==> src/rtl/core_fetch_pc_gen.sv <==
// core_fetch_pc_gen: prioritised next-PC selection with a circular return-address stack and halt/resume FSM
module core_fetch_pc_gen #(
  parameter int AW = 32,
  parameter logic [AW-1:0] RESET_ADDR = AW'(32'h00040000),
  parameter int INST_BYTES = 4,
  parameter int RAS_DEPTH = 8,
  parameter int RAS_CW = 4
) (
  input  logic          clk,
  input  logic          rst,
  input  logic          ex_redirect,
  input  logic [AW-1:0] ex_target,
  input  logic          id_redirect,
  input  logic [AW-1:0] id_target,
  input  logic          btb_v,
  input  logic [1:0]    btb_type,
  input  logic [AW-1:0] btb_target,
  input  logic          pc_ready,
  input  logic          halt,
  output logic [AW-1:0] pc_out,
  output logic          pc_valid,
  output logic [AW-1:0] pc_plus,
  output logic [RAS_CW-1:0] ras_cnt,
  output logic          halted
);
  localparam int PW = RAS_CW - 1;
  typedef enum logic [1:0] {BOOT, RUN, HALT} state_t;
  state_t state, st_nxt;
  logic [AW-1:0] ras [RAS_DEPTH];
  logic [PW-1:0] tp;
  logic redir, accept, hit, push, pop;
  logic [AW-1:0] pc_nxt;
  assign pc_plus = pc_out + AW'(INST_BYTES);
  assign redir = ex_redirect | id_redirect;
  assign accept = pc_valid & pc_ready;
  // a redirect in the same cycle suppresses any BTB-driven push/pop
  assign hit = accept & btb_v & ~redir;
  assign push = hit & (btb_type == 2'b10);
  assign pop = hit & (btb_type == 2'b11) & (ras_cnt != '0);
  always_comb begin
    pc_nxt = ex_redirect ? ex_target :
             id_redirect ? id_target :
             pop ? ras[tp] :
             (push | (hit & ~btb_type[1])) ? btb_target :
             accept ? pc_plus : pc_out;
    st_nxt = state == BOOT ? RUN :
             state == RUN ? ((halt & ~redir) ? HALT : RUN) :
             ((~halt | redir) ? RUN : HALT);
  end
  always_ff @(posedge clk) begin
    if (rst) begin
      state <= BOOT;
      pc_out <= RESET_ADDR;
      pc_valid <= 1'b0;
      halted <= 1'b0;
      ras_cnt <= '0;
      tp <= '0;
    end else begin
      state <= st_nxt;
      pc_out <= pc_nxt;
      pc_valid <= st_nxt == RUN;
      halted <= st_nxt == HALT;
      if (ex_redirect) ras_cnt <= '0;
      else if (push) begin
        // the pointer wraps, so a push when full overwrites the oldest entry
        ras_cnt <= (ras_cnt == RAS_CW'(RAS_DEPTH)) ? ras_cnt : ras_cnt + 1'b1;
        tp <= tp + 1'b1;
        ras[tp + 1'b1] <= pc_plus;
      end else if (pop) begin
        ras_cnt <= ras_cnt - 1'b1;
        tp <= tp - 1'b1;
      end
    end
  end
endmodule

==> config.mk <==
export PLATFORM = sky130hd
export DESIGN_NAME = core_fetch_pc_gen
export DESIGN_NICKNAME = d
export VERILOG_FILES = /design/src/rtl/core_fetch_pc_gen.sv
export SDC_FILE = /design/constraint.sdc
export NUM_CORES = 1
export LEC_CHECK = 0
export CAP_MARGIN = 10
export CORE_AREA = 2 2 145 175
export DETAILED_ROUTE_END_ITERATION = 7
export DIE_AREA = 0 0 147 177
export PLACE_DENSITY = 0.91
export SETUP_SLACK_MARGIN = 0.15
export SYNTH_ARGS = -nofsm -noshare
export SYNTH_HDL_FRONTEND = slang
export SYNTH_SLANG_ARGS = --single-unit
export TNS_END_PERCENT = 20
==> constraint.sdc <==
create_clock -name clk -period 7.95 [get_ports clk]
set_clock_uncertainty 0.1 [all_clocks]
set_input_delay 2.385 -clock clk [delete_from_list [all_inputs] [get_ports clk]]
set_output_delay 2.385 -clock clk [all_outputs]
set_load 0.01 [all_outputs]
==> impl_metrics.env, run 1 <==
export IMPL_relSlewSlack=0.208
export IMPL_cpPeakStageDelay_ns=0.92
export IMPL_wl_per_cell_um=27.3
export IMPL_cts_hold_buf=0
export IMPL_dp_hpwl_um=25300
export IMPL_syn_num_nets=1029
export IMPL_drc_errors=0
export IMPL_layout_drive_gt1_share=0.151
export IMPL_cts_tree="yes"
export IMPL_totalWireLength_um=38900
export IMPL_final_area_um2=16400
export IMPL_timing_setup_tns_ns=0
export IMPL_diodes=0
export IMPL_fmax_ghz=0.159
export IMPL_synth_seq_cells=300
export IMPL_arrival_ns=3.81
export IMPL_critPathLaunchType="flip-flop"
export IMPL_fillers=1562
export IMPL_dieArea_um2=26000
export IMPL_r2r_end="pc_out[8]$_SDFFE_PP0P_"
export IMPL_htree_levels=1
export IMPL_maxCapViolations=0
export IMPL_tightestPinTransition_ns=1.19
export IMPL_critPathMaxFanout=9
export IMPL_grt_overflow_total=0
export IMPL_endpoint_kind="primary output"
export IMPL_cp_depth=6
export IMPL_cp_top_family="simple AND/OR/NAND/NOR gates"
export IMPL_crit_type="reg -> out"
export IMPL_multi_input_area_um2=4550
export IMPL_die_w_um=147
export IMPL_p_int_w=0.00258
export IMPL_cp_required_ns=5.47
export IMPL_grt_pass1_wl_um=57200
export IMPL_final_hold_violation_count=0
export IMPL_path_clk_slew_ns=0.07
export IMPL_finalCritPeriodShare=0.791
export IMPL_post_cts_buffers=0
export IMPL_crit_slowest_cell="nor4_1"
export IMPL_grt_antenna_before_repair=1
export IMPL_synth_edf_count=256
export IMPL_p_sw_w=0.000764
export IMPL_reg2reg_from="state[0]$_SDFF_PP0_"
export IMPL_num_rows=63
export IMPL_max_vdd_ir_drop_v=0.000173
export IMPL_core_um2=24400
export IMPL_instances_no_fill=1427
export IMPL_status="complete, no violations"
export IMPL_dp_cells=1377
export IMPL_slew_viol_final=0
export IMPL_start_util=0.551
export IMPL_cts_root_buffer="clkbuf_16"
export IMPL_post_synth_main_area_contributors="edfxtp_1, mux4_2, dfxtp_1"
export IMPL_io_pin_count=175
export IMPL_dominantRegCellSynth="edfxtp_1"
export IMPL_place_congestion=0.905
export IMPL_grtUsageTotal=0.295
export IMPL_layout_area_seq_um2=8580
export IMPL_r2r_cells=5
export IMPL_vias=9681
export IMPL_ant_nets=0
export IMPL_clock_sinks=300
export IMPL_hold_class="reg -> reg"
export IMPL_portBuffers=174
export IMPL_yosysSeqAreaShare=0.637
export IMPL_syn_avg_cell_area_um2=14.6
export IMPL_worst_path_buf_inv=1
export IMPL_cts_buffer_depth=3
export IMPL_cts_resized_gates=0
export IMPL_startpoint="pc_out[2]$_SDFFE_PP0P_"
export IMPL_placed_area_um2=15500
export IMPL_netlist_area_um2=13500
export IMPL_rsz0062_at_grt="false"
export IMPL_cts_buffers=27
export IMPL_area_delta_synth_final_pct=21.7
export IMPL_firstDrtPassIters=6
export IMPL_netlist_area_leader_share=0.571
export IMPL_async_reset_ff_frac=0
export IMPL_final_setup_viol_count=0
export IMPL_ys_types=67
export IMPL_power_frac_clock=0.387
export IMPL_switching_share=0.229
export IMPL_yosysWarnings=0
export IMPL_die_height_um=177
export IMPL_crit_end="pc_plus[22]"
export IMPL_vias_per_cell=6.78
export IMPL_combPwrFrac=0.085
export IMPL_netlist_instances=919
export IMPL_grt_max_degree=56
export IMPL_clkLatencyLatePin_ns=0.56
export IMPL_power_density_nw_per_um2=204
export IMPL_r2r_slack_ns=4.17
export IMPL_crit_chain="ha_1 -> nand3_1 -> nor4_1 -> a21boi_0 -> or2_2 -> clkdlybuf4s50_1"
export IMPL_p_seq_frac=0.529
export IMPL_min_period_ns=6.29
export IMPL_drt_iter0_markers=1289
export IMPL_synth_top_area_cell="edfxtp_1"
export IMPL_leakagePower_nw=5.33
export IMPL_grt_pass1_vias=9297
export IMPL_layout_nets=1191
area by class of cell:
| cell class | count | share of cell area |
|---|---|---|
| flip-flops and latches | 300 | 0.524 |
| clock buffers | 35 | 0.0443 |
| well taps | 325 | 0.0248 |
| clock inverters | 15 | 0.00833 |
| inverters | 29 | 0.00665 |
| multi-input cells | 530 | 0.278 |
| repair buffers | 193 | 0.114 |
sequential cells by signal, summed over array words and instances, names as in the netlist, named ones only:
signal / cells
halted: 1
pc_out: 32
ras: 256
tp: 3
ras_cnt: 4
state: 1
placed cells by master, fill, tap and decap left out, types with 14 or more instances in the layout:
master / synthesis / final
nor2_1: 47 / 41
buf_4: 3 / 19
nand3_1: 14 / 14
mux4_2: 60 / 60
clkbuf_16: 0 / 27
a221oi_1: 29 / 29
edfxtp_1: 256 / 256
dfxtp_1: 44 / 41
a21oi_1: 39 / 39
nand2_1: 43 / 43
clkdlybuf4s50_1: 0 / 171
mux2i_1: 31 / 31
o21ai_0: 28 / 28
inv_1: 28 / 28
a211oi_1: 15 / 15
synthesized netlist by cell type, types with 4 or more instances:
| cell type | number |
|---|---|
| a31o_1 | 4 |
| mux2i_1 | 31 |
| o21a_1 | 8 |
| nand2_1 | 43 |
| xnor2_1 | 12 |
| buf_2 | 20 |
| ha_1 | 5 |
| or3_1 | 5 |
| or2_2 | 10 |
| and4_1 | 7 |
| a2111oi_0 | 4 |
| inv_1 | 28 |
| nor4_1 | 11 |
| edfxtp_1 | 256 |
| or4_1 | 7 |
| clkbuf_1 | 26 |
| o21ai_0 | 28 |
| mux2_2 | 11 |
| a211oi_1 | 15 |
| buf_1 | 11 |
| mux4_2 | 60 |
| a21boi_0 | 4 |
| xor2_1 | 9 |
| nor2_1 | 47 |
| o31ai_1 | 8 |
| nor3_1 | 13 |
| a211o_1 | 7 |
| nor2b_1 | 8 |
| a31oi_1 | 13 |
| dfxtp_1 | 44 |
| nand3_1 | 14 |
| nand4_1 | 13 |
| and2_1 | 5 |
| a221oi_1 | 29 |
| a22oi_1 | 7 |
| and3_1 | 7 |
| o22ai_1 | 5 |
| a21oi_1 | 39 |
worst reg2reg max path: stages (launching register included):
cell and delay (ns):
dfxtp_1 0.54, nor4bb_1 0.94, nand2_1 1.04, and3_1 0.55, o22a_1 0.21, o41ai_1 0.30
how the worst min path moves through the flow:
| stage | endpoint | startpoint | slack [ns] | depth (start not counted) |
|---|---|---|---|---|
| floorplan | flip-flop | tp[1]$_SDFFE_PP0P_ | 0.38 | 2 |
| finish | flip-flop | tp[1]$_SDFFE_PP0P_ | 0.43 | 2 |
| detailed placement | flip-flop | tp[1]$_SDFFE_PP0P_ | 0.40 | 2 |
| CTS | flip-flop | tp[1]$_SDFFE_PP0P_ | 0.42 | 2 |
| global route | flip-flop | tp[1]$_SDFFE_PP0P_ | 0.47 | 2 |
| global placement | flip-flop | tp[1]$_SDFFE_PP0P_ | 0.39 | 2 |
cells by family (layout without fill, tap and decap cells):
logic type,after synthesis,after routing,share of synthesized area
compound gates,194,194,0.101
xor+xnor,21,21,0.0137
fa+ha+maj,5,5,0.00465
buf+inv,89,272,0.0275
flops,300,300,0.637
mux,102,102,0.133
simple gates,208,208,0.0843
metrics by stage:
step,util,setup WS [ns],hold WS [ns],power (W)
2_1_floorplan,-,0.931,0.379,0.00191
3_3_place_gp,0.635,1.93,0.393,0.00207
3_5_place_dp,0.635,1.78,0.403,0.00208
4_1_cts,0.670,1.81,0.425,0.00333
5_1_grt,0.670,1.52,0.467,0.00340
6_report,0.670,1.66,0.427,0.00334
per-layer routing:
metal	wire, um	share of wire	up-vias	global-route usage
li1	-	-	3998	-
met1	13300	0.34	4689	0.383
met2	18700	0.48	846	0.492
met3	5170	0.13	148	0.0613
met4	1790	0.046	0	0.118
met5	0	0	-	0
power by group through the flow:
stage | combinational, W | sequential (W) | clock (W)
floorplan | 0.000117 | 0.00179 | 0
global placement | 0.000268 | 0.00180 | 0
detailed placement | 0.000276 | 0.00180 | 0
CTS | 0.000279 | 0.00177 | 0.00129
global route | 0.000299 | 0.00177 | 0.00134
finish | 0.000283 | 0.00177 | 0.00129
Note: power is estimated with default switching activity, not from simulation.
==> run 2, diff against run 1 <==
--- a/config.mk
+++ b/config.mk
@@ -6,10 +6,10 @@
 export NUM_CORES = 1
 export LEC_CHECK = 0
 export CAP_MARGIN = 10
-export CORE_AREA = 2 2 145 175
+export CORE_AREA = 2 2 153 185
 export DETAILED_ROUTE_END_ITERATION = 7
-export DIE_AREA = 0 0 147 177
-export PLACE_DENSITY = 0.91
+export DIE_AREA = 0 0 155 187
+export PLACE_DENSITY = 0.87
 export SETUP_SLACK_MARGIN = 0.15
 export SYNTH_ARGS = -nofsm -noshare
 export SYNTH_HDL_FRONTEND = slang
==> constraint.sdc (replaced) <==
create_clock -name clk -period 5.19 [get_ports clk]
set_clock_uncertainty 0.1 [all_clocks]
set_input_delay 1.557 -clock clk [delete_from_list [all_inputs] [get_ports clk]]
set_output_delay 1.557 -clock clk [all_outputs]
set_load 0.01 [all_outputs]
==> run 2 against run 1 <==
Flip-flop and latch count is the same. Die area grew 11%. Clock power grew 58%. Critical path depth is the same. Largest power group unchanged. Routed wire length grew 0.36%. Design area grew 1.6%. Highest routed layer is now met5. Global-route usage shrank 2.9 points.
==> impl_metrics.env, run 2 (synthesis results as in run 1) <==
export IMPL_cts_tree="yes"
export IMPL_vias=9726
export IMPL_largest_registers="ras x256, pc_out x32, ras_cnt x4"
export IMPL_endpoint_kind="primary output"
export IMPL_cts_hold_buf=0
export IMPL_core_um2=27400
export IMPL_cts_buffer_depth=3
export IMPL_cts_resized_gates=0
export IMPL_dp_cells=1421
export IMPL_setup_ws_ns=0.252
export IMPL_cp_required_ns=3.53
export IMPL_leakagePower_nw=5.48
export IMPL_critPathMaxFanout=9
export IMPL_crit_chain="ha_1 -> and3_2 -> nand4_1 -> or3_1 -> nand2_1 -> clkdlybuf4s50_1"
export IMPL_whs_ns=0.442
export IMPL_clock_sinks=300
export IMPL_htree_levels=1
export IMPL_cp_depth=6
export IMPL_dp_hpwl_um=25700
export IMPL_ant_nets=0
export IMPL_regMostFlops="ras"
export IMPL_io_pin_count=175
export IMPL_instances_no_fill=1475
export IMPL_final_setup_viol_count=0
export IMPL_rsz0062_at_grt="false"
export IMPL_portBuffers=174
export IMPL_grt_max_degree=56
export IMPL_layout_drive_gt1_share=0.167
export IMPL_final_hold_violation_count=0
export IMPL_cp_top_family="simple AND/OR/NAND/NOR gates"
export IMPL_finalCritPeriodShare=0.952
export IMPL_path_clk_slew_ns=0.07
export IMPL_power_density_nw_per_um2=312
export IMPL_final_common_cell="edfxtp_1"
export IMPL_dieArea_um2=29000
export IMPL_status="complete, no violations"
export IMPL_grt_overflow_total=0
export IMPL_start_util=0.491
export IMPL_clkLatencyLatePin_ns=0.57
export IMPL_relSlewSlack=0.176
export IMPL_max_vdd_ir_drop_v=0.000238
export IMPL_cpPeakStageDelay_ns=0.60
export IMPL_cts_root_buffer="clkbuf_16"
export IMPL_grtUsageTotal=0.265
export IMPL_crit_type="reg -> out"
export IMPL_power_total_w=0.00519
export IMPL_mostFrequentLayoutCells="edfxtp_1, clkdlybuf4s50_1, mux4_2"
export IMPL_die_height_um=187
export IMPL_cts_buffers=29
export IMPL_largest_reg_flops=256
export IMPL_post_cts_buffers=0
export IMPL_diodes=0
export IMPL_firstDrtPassIters=5
export IMPL_hold_class="reg -> reg"
export IMPL_critPathLaunchType="flip-flop"
export IMPL_fmax_ghz=0.202
export IMPL_hold_depth=2
export IMPL_preCtsSetupSlack_ns=0.746
export IMPL_place_congestion=0.918
export IMPL_layout_nets=1217
export IMPL_drc_errors=0
export IMPL_worst_path_buf_inv=1
export IMPL_timing_setup_tns_ns=0
export IMPL_num_rows=67
export IMPL_crit_slowest_cell="clkdlybuf4s50_1"
export IMPL_die_w_um=155
export IMPL_slew_viol_final=0
export IMPL_grt_pass1_vias=9677
export IMPL_totalWireLength_um=39100
export IMPL_min_period_ns=4.94
export IMPL_vias_per_cell=6.59
export IMPL_grt_antenna_before_repair=1
export IMPL_r2r_cells=10
export IMPL_drt_iter0_markers=1402
export IMPL_maxCapViolations=0
export IMPL_wl_per_cell_um=26.5
export IMPL_grt_pass1_wl_um=57900
export IMPL_arrival_ns=3.28
export IMPL_tightestPinTransition_ns=1.23
export IMPL_area_delta_synth_final_pct=23.7
## run 2: changes by cell type in the layout (fill, tap and decap cells not counted), moves of 2 or more
| cell | delta |
|---|---|
| clkbuf_1 | +4 |
| clkinv_2 | -2 |
| clkbuf_16 | +2 |
| buf_4 | +24 |
## run 2: area by class of cell
type / count / area [um2]
inverter: 29 / 109
tap: 345 / 432
fill: 1938 / 10800
timing repair buffer: 217 / 2050
clock inverter: 13 / 123
multi-input combinational: 530 / 4560
sequential: 300 / 8580
clock buffer: 41 / 791
## run 2: layer usage
| layer | GRT usage | wire [um] |
|---|---|---|
| met1 | 0.339 | 13500 |
| met2 | 0.434 | 18900 |
| met3 | 0.0616 | 4780 |
| met4 | 0.120 | 1900 |
| met5 | 0 | 18 |
## run 2: worst reg2reg max path, delay by kind of cell, from the launching register on
kind | cells | cell delay (ns)
buf+inv | 2 | 0.31
simple gates | 6 | 1.36
flops | 1 | 0.49
xor+xnor | 1 | 0.12
fa+ha+maj | 1 | 0.34
## run 2: final timing paths
kind | startpoint | end | slack, ns
min reg2reg | tp[1]$_SDFFE_PP0P_ | flip-flop | 0.44
max reg2reg | state[0]$_SDFF_PP0_ | ras_cnt[3]$_SDFFE_PP0P_ | 2.44
min | tp[1]$_SDFFE_PP0P_ | flip-flop | 0.44
max | pc_out[2]$_SDFFE_PP0P_ | pc_plus[20] | 0.25
## run 2: through the flow
| step | util | area, um2 |
|---|---|---|
| 6_report | 0.607 | 16600 |
| 4_1_cts | 0.607 | 16600 |
| 5_1_grt | 0.607 | 16600 |
| 3_3_place_gp | 0.574 | 15700 |
| 2_1_floorplan | - | 13500 |
| 3_5_place_dp | 0.574 | 15700 |
## run 2: where the power goes
group / internal (W) / total [W] / switching, W
combinational: 0.000215 / 0.000448 / 0.000233
sequential: 0.00265 / 0.00270 / 0.0000470
clock: 0.00116 / 0.00204 / 0.000882
total: 0.00403 / 0.00519 / 0.00116
